<file path="config.mk">
export PLATFORM = sky130hd
export DESIGN_NAME = grostl_control_serial_m
export DESIGN_NICKNAME = d
export VERILOG_FILES = /design/src/rtl/grostl_ctrl_pkg.sv /design/src/rtl/grostl_round_counter.sv /design/src/rtl/grostl_control_serial_m.sv
export SDC_FILE = /design/constraint.sdc
export NUM_CORES = 1
export LEC_CHECK = 0
export CORE_AREA = 5 5 52 66
export DETAILED_ROUTE_END_ITERATION = 10
export DIE_AREA = 0 0 57 71
export GPL_ROUTABILITY_DRIVEN = 0
export SLEW_MARGIN = 25
export SYNTH_ARGS = -nofsm -noshare
export SYNTH_HDL_FRONTEND = slang
export SYNTH_SLANG_ARGS = --single-unit
</file>
<file path="constraint.sdc">
create_clock -name clk -period 2.39 [get_ports clk]
set_clock_uncertainty 0.15 [all_clocks]
set_input_delay 0.3585 -clock clk [delete_from_list [all_inputs] [get_ports clk]]
set_output_delay 0.3585 -clock clk [all_outputs]
set_load 0.1 [all_outputs]
</file>
<file path="src/rtl/grostl_ctrl_pkg.sv">
// ============================================================================
// grostl_ctrl_pkg : shared types and constants for the serial Grostl sequencer
// Revision: 1.0
// ============================================================================
`default_nettype none

package grostl_ctrl_pkg;

    typedef enum logic [3:0] {
        ST_IDLE  = 4'd0,
        ST_LOAD1 = 4'd1,
        ST_XOR   = 4'd2,
        ST_PRND  = 4'd3,
        ST_FOLDP = 4'd4,
        ST_LOAD2 = 4'd5,
        ST_QRND  = 4'd6,
        ST_FOLDQ = 4'd7,
        ST_DONE  = 4'd8
    } state_e;

    localparam logic [1:0] SEL_M_IN  = 2'd0;
    localparam logic [1:0] SEL_M_RND = 2'd1;
    localparam logic [1:0] SEL_M_XOR = 2'd2;

    localparam int COLS        = 8;
    localparam int CYC_PER_RND = 16;

endpackage

`default_nettype wire

</file>
<file path="src/rtl/grostl_round_counter.sv">
// ============================================================================
// grostl_round_counter : cycle-in-round (k) and round counters for one permutation
// Revision: 1.0
// ============================================================================
`default_nettype none

module grostl_round_counter
    import grostl_ctrl_pkg::*;
#(
    parameter int ROUNDS = 10
) (
    input  logic       clk,
    input  logic       rst,
    input  logic       clr_i,
    input  logic       en_i,
    output logic [3:0] rnd_o,
    output logic [2:0] col_o,
    output logic       phase_o,
    output logic       sel_d_o,
    output logic       last_o
);

    logic [3:0] k_q, k_d;
    logic [3:0] rnd_q, rnd_d;
    logic       k_end;

    assign k_end  = (k_q == 4'(CYC_PER_RND - 1));
    assign last_o = k_end && (rnd_q == 4'(ROUNDS - 1));

    // The final increment wraps both counters to zero, so the FSM leaves a
    // permutation with rnd/col already cleared.
    always_comb begin
        k_d   = k_q;
        rnd_d = rnd_q;
        if (clr_i) begin
            k_d   = 4'd0;
            rnd_d = 4'd0;
        end else if (en_i) begin
            k_d = k_q + 4'd1;
            if (k_end) begin
                rnd_d = last_o ? 4'd0 : rnd_q + 4'd1;
            end
        end
    end

    always_ff @(posedge clk) begin
        if (rst) begin
            k_q   <= 4'd0;
            rnd_q <= 4'd0;
        end else begin
            k_q   <= k_d;
            rnd_q <= rnd_d;
        end
    end

    assign rnd_o   = rnd_q;
    assign col_o   = k_q[3:1];
    assign phase_o = k_q[0];
    assign sel_d_o = (k_q == 4'd0);

endmodule

`default_nettype wire

</file>
<file path="src/rtl/grostl_control_serial_m.sv">
// ============================================================================
// grostl_control_serial_m : Moore sequencer for the masked serial Grostl-512 f(h,m)
// Revision: 1.0
// ============================================================================
`default_nettype none

module grostl_control_serial_m
    import grostl_ctrl_pkg::*;
#(
    parameter int ROUNDS = 10
) (
    input  logic                     clk,
    input  logic                     rst,
    input  logic                     start_i,
    input  logic                     first_i,
    output logic                     busy_o,
    output logic                     done_o,
    output logic                     m_load_o,
    output logic                     wr_m_o,
    output logic                     wr_h_o,
    output logic [1:0]               sel_m_o,
    output logic                     sel_h_o,
    output logic                     sel_d_o,
    output logic                     sel_pq_o,
    output logic [3:0]               rnd_o,
    output logic [$clog2(COLS)-1:0]  col_o
);

    state_e state_q, state_d;
    logic   first_q, first_d;
    logic   in_rnd;
    logic   cnt_phase, cnt_sel_d, cnt_last;

    assign in_rnd = (state_q == ST_PRND) || (state_q == ST_QRND);

    grostl_round_counter #(
        .ROUNDS (ROUNDS)
    ) u_round_counter (
        .clk     (clk),
        .rst     (rst),
        .clr_i   (state_q == ST_IDLE),
        .en_i    (in_rnd),
        .rnd_o   (rnd_o),
        .col_o   (col_o),
        .phase_o (cnt_phase),
        .sel_d_o (cnt_sel_d),
        .last_o  (cnt_last)
    );

    always_ff @(posedge clk) begin
        if (rst) begin
            state_q <= ST_IDLE;
            first_q <= 1'b0;
        end else begin
            state_q <= state_d;
            first_q <= first_d;
        end
    end

    always_comb begin
        state_d  = state_q;
        first_d  = first_q;
        busy_o   = 1'b1;
        done_o   = 1'b0;
        m_load_o = 1'b0;
        wr_m_o   = 1'b0;
        wr_h_o   = 1'b0;
        sel_m_o  = SEL_M_IN;
        sel_h_o  = 1'b0;
        sel_d_o  = 1'b0;
        sel_pq_o = 1'b0;
        case (state_q)
            ST_IDLE: begin
                busy_o = 1'b0;
                if (start_i) begin
                    state_d = ST_LOAD1;
                    first_d = first_i;
                end
            end
            ST_LOAD1: begin
                wr_m_o   = 1'b1;
                m_load_o = 1'b1;
                wr_h_o   = first_q;
                state_d  = ST_XOR;
            end
            ST_XOR: begin
                wr_m_o  = 1'b1;
                sel_m_o = SEL_M_XOR;
                state_d = ST_PRND;
            end
            ST_PRND, ST_QRND: begin
                // Phase B writes the rotated column back; the P/Q select stays
                // steady across both phases since the mask path is combinational.
                sel_m_o  = SEL_M_RND;
                wr_m_o   = cnt_phase;
                sel_d_o  = cnt_sel_d;
                sel_pq_o = (state_q == ST_QRND);
                if (cnt_last) begin
                    state_d = (state_q == ST_PRND) ? ST_FOLDP : ST_FOLDQ;
                end
            end
            ST_FOLDP: begin
                wr_h_o  = 1'b1;
                sel_h_o = 1'b1;
                state_d = ST_LOAD2;
            end
            ST_LOAD2: begin
                wr_m_o   = 1'b1;
                m_load_o = 1'b1;
                state_d  = ST_QRND;
            end
            ST_FOLDQ: begin
                wr_m_o  = 1'b1;
                sel_m_o = SEL_M_XOR;
                wr_h_o  = 1'b1;
                sel_h_o = 1'b1;
                state_d = ST_DONE;
            end
            ST_DONE: begin
                done_o  = 1'b1;
                state_d = ST_IDLE;
            end
            default: begin
                busy_o  = 1'b0;
                state_d = ST_IDLE;
            end
        endcase
    end

endmodule

`default_nettype wire

</file>
==> summary.txt <==
STA
  • Final period util: 96.2%
  • RSZ-0062 raised after global routing: no
  • Relative slew slack: 67.5%
  • Final hold viol count: 0
  • Setup TNS: 0 ps
  • Max-slew violation count: 0
  • Worst-Margin Slew: 483 ps
  • Min Tclk post-route: 2300 ps
  • Fmax: 435 MHz
  • Final setup viols: 0
  • Final Hold Slack: 354 ps

Floorplanning
  • I/O pins: 21
  • Die Ht: 71 µm
  • CORE AREA: 2810 µm²
  • Initial core utilization: 28.1%
  • Chip Width: 57 µm
  • Die ar.: 4050 µm²
  • # rows: 22

Power and ir drop
  • Switching power: 0.209 mW
  • Power share of the clock group: 25.1%
  • Max VDD drop: 0.217 mV
  • Power per Cell Area: 475 nW/µm²
  • Combinational power share: 35.0%
  • P_leak: 0.476 nW
  • Power Internal: 0.362 mW
  • Total Power: 0.571 mW
  • Switching part of the total power: 36.6%
  • Sequential Power Share: 39.9%

Clock tree
  • H-tree depth: 1
  • Post-CTS Hold Fix Bufs: 0
  • Sink Count: 13
  • Max Buffers Root-to-Sink: 2
  • Worst skew pair latency: 290 ps
  • CTS root buffer: clkbuf_4
  • Total CTS buffers: 3
  • CTS tree: yes
  • Clock-pin transition on the worst setup and hold timing paths: 90 ps
  • Buffer count from post-CTS setup fixing: 0

Setup path
  • Worst-path fanout max: 8
  • Origin of the critical flop-to-flop path: state_q[2]$_SDFFE_PP0P_
  • Crit. End Element: output port
  • Crit path cell chain: xor2_2, nand2_1, nor4b_4, buf_12
  • Family with the most delay on the worst path: simple AND/OR/NAND/NOR gates
  • Reg-to-reg critical path endpoint: u_round_counter.rnd_o[2]$_SDFFE_PP0P_
  • Worst Path Buf+Inv: 1
  • Worst Path Required: 1880 ps
  • R2R depth: 4
  • Critical Path AT: 1790 ps
  • Worst R2R Setup Slack: 290 ps
  • CP max stage delay: 430 ps
  • Crit-path slowest cell: dfxtp_2
  • Critical path type: flip-flop to output port
  • Startpoint types: flip-flop

Layout
  • Area Overhead vs Synth: 52.3%
  • # diodes: 0
  • Seq. cell area: 267 µm²
  • Share of cells above drive strength 1: 33.1%
  • Layout fillers: 283
  • Finished Cell Area: 1200 µm²
  • Commonest non-fill, non-tap cells in the layout: buf_12, buf_4, inv_1, nor2_1, dfxtp_1
  • Non-Filler Instances: 154
  • Multi-input logic area: 529 µm²
  • Nets: 127

Logic synthesis
  • Synth unique cells: 33
  • Post-Syn Area: 790 µm²
  • Synth warnings: 0
  • Sequential area share after synthesis: 33.0%
  • Synthesized netlist net count: 106
  • Synth Register Bits: 13
  • Syn avg cell area: 8.06 µm²
  • Mapped Cells: 98

Global routing
  • Antenna violations before repair: 0
  • Largest net degree at the start of global routing: 12
  • GRT Total Usage: 9.88%
  • Vias in the first global route: 725
  • First-pass GRT wire length: 3.13 mm
  • GR Overflow Total: 0

Detailed routing
  • Vias: 747
  • DR DRC count: 0
  • First-pass detailed-route iteration total: 4
  • Routed Antenna Nets: 0
  • 1st-iter DRT viols: 14
  • Routed length per instance: 12.1 µm
  • Total routed wirelength: 1.86 mm
  • Avg Vias per Cell: 4.85

Min path
  • Hold-critical path depth: 2
  • Hold Path Class: flip-flop to flip-flop
  • Hold Crit Start: u_round_counter.k_q[1]$_SDFFE_PP0N_
  • Hold EP: u_round_counter.k_q[1]$_SDFFE_PP0N_

Placement
  • Hpwl dp: 1.47 mm
  • Port buffer count: 20
  • Placement Cell Area: 1170 µm²
  • DP Cell Count: 150

Run status
  • Status: finished clean

Run
  • Max cap viols: 0
==> flip-flops by register name, indices dropped and copies added, names as in the netlist <==
signal                 count
first_q                    1
state_q                    4
u_round_counter.k_q        4
u_round_counter.rnd_o      4
==> per-stage QoR <==
| step | utilization (%) | setup slack (ps) |
|---|---|---|
| 2_1_floorplan | - | -204 |
| 3_3_place_gp | 41.8 | 290 |
| 3_5_place_dp | 41.8 | 238 |
| 4_1_cts | 42.7 | 2.26 |
| 5_1_grt | 42.8 | 5.72 |
| 6_report | 42.8 | 90.0 |
==> routing by layer <==
metal	track usage (%)	routed length, µm
met1	11.3	825
met5	0	0
met2	16.0	893
met3	3.10	126
met4	5.67	17
==> cell usage after synthesis <==
master | n | area share, %
dfxtp_1 | 13 | 33
nor2_1 | 10 | 4.8
inv_1 | 8 | 3.8
a21oi_1 | 7 | 4.4
nand2_1 | 6 | 2.9
nand3_1 | 5 | 3.2
clkbuf_1 | 4 | 1.9
ha_1 | 4 | 6.3
and2_1 | 3 | 2.4
nor3b_1 | 3 | 2.9
o21ai_0 | 3 | 1.9
or3_1 | 3 | 2.4
xnor2_1 | 3 | 3.3
a311oi_1 | 2 | 2.2
buf_2 | 2 | 1.3
mux2i_1 | 2 | 2.5
nand3b_1 | 2 | 1.9
nor3_1 | 2 | 1.3
xor2_1 | 2 | 2.2
a2111oi_0 | 1 | 1.1
a32oi_1 | 1 | 1.1
a41o_1 | 1 | 1.3
and2b_2 | 1 | 1.1
and3_1 | 1 | 0.79
buf_6 | 1 | 1.4
nor2b_1 | 1 | 0.79
nor4_1 | 1 | 0.79
nor4b_1 | 1 | 1.1
o211ai_1 | 1 | 0.95
or2_2 | 1 | 0.79
or4_1 | 1 | 0.95
or4b_1 | 1 | 1.3
xor2_2 | 1 | 2.1
==> final cells by class <==
cell class / count / share of cell area (%)
Sequential cell: 13 / 22.2
Timing Repair Buffer: 23 / 25.4
Inverter: 8 / 2.50
Tap cell: 36 / 3.75
Multi-Input combinational cell: 70 / 44.0
Clock buffer: 4 / 2.19
==> cell families after synthesis <==
family	share of synthesized area [%]
AO/OA/AOI/OAI	13.0
flip-flops	33.0
XOR/XNOR	7.61
adder cells (fa/ha/maj)	6.34
multiplexers	2.54
buffers and inverters	8.40
AND/OR/NAND/NOR	29.2
==> worst max path at each step <==
stage / from / endpoint / slack [ps] / cells past startpoint
after floorplan: state_q[1]$_SDFFE_PP0P_ / sel_d_o / -200 / 5
after global placement: state_q[2]$_SDFFE_PP0P_ / u_round_counter.rnd_o[2]$_SDFFE_PP0P_ / 290 / 4
after detailed placement: state_q[2]$_SDFFE_PP0P_ / u_round_counter.rnd_o[2]$_SDFFE_PP0P_ / 240 / 4
after CTS: state_q[2]$_SDFFE_PP0P_ / sel_d_o / 2 / 4
after global routing: state_q[2]$_SDFFE_PP0P_ / sel_d_o / 6 / 4
final: state_q[2]$_SDFFE_PP0P_ / sel_d_o / 90 / 4
==> repair_timing <==
action | 4_1_cts | 5_1_grt
setup endpoints to repair | 0 | 2
gates resized for setup | 0 | 2
endpoints found under the hold margin | 0 | 0
==> worst reg2reg max path: cells and delay by family (launching register included) <==
family | cells | cell delay [ps]
xor+xnor | 1 | 300
compound gates | 1 | 150
flops | 1 | 430
simple gates | 2 | 1020
==> power by group through the flow <==
stage               registers [mW]  logic [mW]  clock network [mW]
floorplan                    0.228       0.139                   0
global placement             0.233       0.199                   0
detailed placement           0.233       0.200                   0
CTS                          0.228       0.201               0.148
global route                 0.229       0.209               0.164
finish                       0.228       0.200               0.143
Power figures use the tool's default switching activity.
==> RTL change, RTL diff (same settings) <==
Take the reset off `k_q` and load it in a clocked block of its own.
--- a/src/rtl/grostl_round_counter.sv
+++ b/src/rtl/grostl_round_counter.sv
@@ -45,12 +45,14 @@
 
     always_ff @(posedge clk) begin
         if (rst) begin
-            k_q   <= 4'd0;
             rnd_q <= 4'd0;
         end else begin
-            k_q   <= k_d;
             rnd_q <= rnd_d;
         end
+    end
+
+    always_ff @(posedge clk) begin
+        k_q <= k_d;
     end
 
     assign rnd_o   = rnd_q;
Check against the original RTL: differs if rst is asserted again (counterexample within 10 cycles, from zero or initial values and one cycle with rst high); with rst held inactive, the same outputs for 10 cycles.
==> RTL change against the unedited design <==
Clock power is 5% lower. Routed wire length shrank 4.2%. Sequential cell count did not move. Sequential share of layout area increased by 0.25 points. Cell area shrank 2.5%. Sequential power up 2%. First-iteration DRC count shrank 43%. Synthesized area shrank 2.4%. Largest cell class unchanged. Power down 3.4%. Critical path type unchanged. Worst setup slack improved by 0.079 ns. Combinational power is 8% lower.
==> RTL change: results (changes against the unedited design) <==
stage,metric,value,unit,change
final_layout,Multi-input gate area,514,sq um,-2.8%
clock_tree,later-pin clock latency in the skew report,0.27,ns,-0.02 ns
global_route,met3 GRT Util,0.0164,,-0.0146
global_route,met1 Resource Use GR,0.109,,-0.00341
final_layout,area grow syn2layout,52.1,%,
routing,Post-Route WL,1.78,mm,-4.2%
final_layout,Multi-input comb cells,74,,+5.7%
synthesis,"Distinct cells, synth",30,,-9.1%
power_and_ir_drop,clk pwr,0.136,mW,-5%
routing,Via-to-Cell Ratio,4.65,,-4.1%
final_layout,"non-filler cells, final",155,,+0.65%
final_layout,layout cells sized above 1,0.303,,-0.0280
setup_path,Crit Path Max Fanout,9,,+1
setup_path,critical path arrival,1.71,ns,-0.08 ns
power_and_ir_drop,Peak supply drop,243,uV,+12%
place,Setup WS pre-CTS,0.368,ns,+0.130 ns
power_and_ir_drop,Internal,0.357,mW,-1.3%
final_layout,Signal inverters,5,,-3
final_layout,ClkCell Share,0.0224,,+0.000560
final_layout,Seq Cell Count,13,,unchanged
routing,initial detailed-routing violation count,8,,-6
synthesis,"Seq/Total Area, Yosys",0.338,,+0.00803
final_layout,final net count,128,,+0.79%
final_layout,Final non-clock buffer share,0.260,,+0.00650
routing,WL met2,887,microns,-0.67%
routing,post-route met1 wirelength,821,microns,-0.48%
sta,worst-margin pin slew,0.508,ns,+0.0252 ns
final_layout,Fillers,295,,+4.2%
global_route,GR Util met2,0.161,,+0.00127
setup_path,worst r2r path cells,5,,+1
routing,routed wl met3,64,microns,-49%
synthesis,synth cell count leaders,"dfxtp_1, nor2_1, nand2_1, nand3_1, a21oi_1",,
global_route,largest net degree at the start of global routing,14,,+2
power_and_ir_drop,leakage,0.471,nW,-0.96%
outcome,status,"finished, final reports clean",,
final_layout,multi-input gate share of total cell area,0.439,,-0.00153
place,placed instance area,1140,sq um,-2.6%
global_route,first-pass GRT wire length,3.11,mm,-0.64%
global_route,number of global-route vias before repair,741,,+2.2%
place,Final HPWL DP,1.46,mm,-0.46%
synthesis,largest cells by area after synthesis,"dfxtp_1, ha_1, nand3_1",,
## RTL change: final timing paths
path                      startpoint                               endpoint  slack, ns
max          state_q[1]$_SDFFE_PP0P_                                sel_d_o       0.17
min             first_q$_SDFFE_PP0P_                   first_q$_SDFFE_PP0P_       0.32
max reg2reg  state_q[1]$_SDFFE_PP0P_  u_round_counter.rnd_o[1]$_SDFFE_PP0P_       0.54
min reg2reg     first_q$_SDFFE_PP0P_                   first_q$_SDFFE_PP0P_       0.32
## RTL change: kinds of logic after synthesis
family                   count (synthesis)  share of synthesized area
multiplexers                             3                     0.0390
adder cells (fa/ha/maj)                  4                     0.0649
flip-flops                              13                      0.338
XOR/XNOR                                 6                     0.0779
AO/OA/AOI/OAI                           11                     0.0828
AND/OR/NAND/NOR                         50                      0.336
buffers and inverters                   10                     0.0617
## RTL change: worst max-delay path: stages (launching register included)
cell,delay (ns)
dfxtp_1,0.52
nor2b_1,0.22
nand2_1,0.16
nor4b_4,0.33
buf_12,0.21
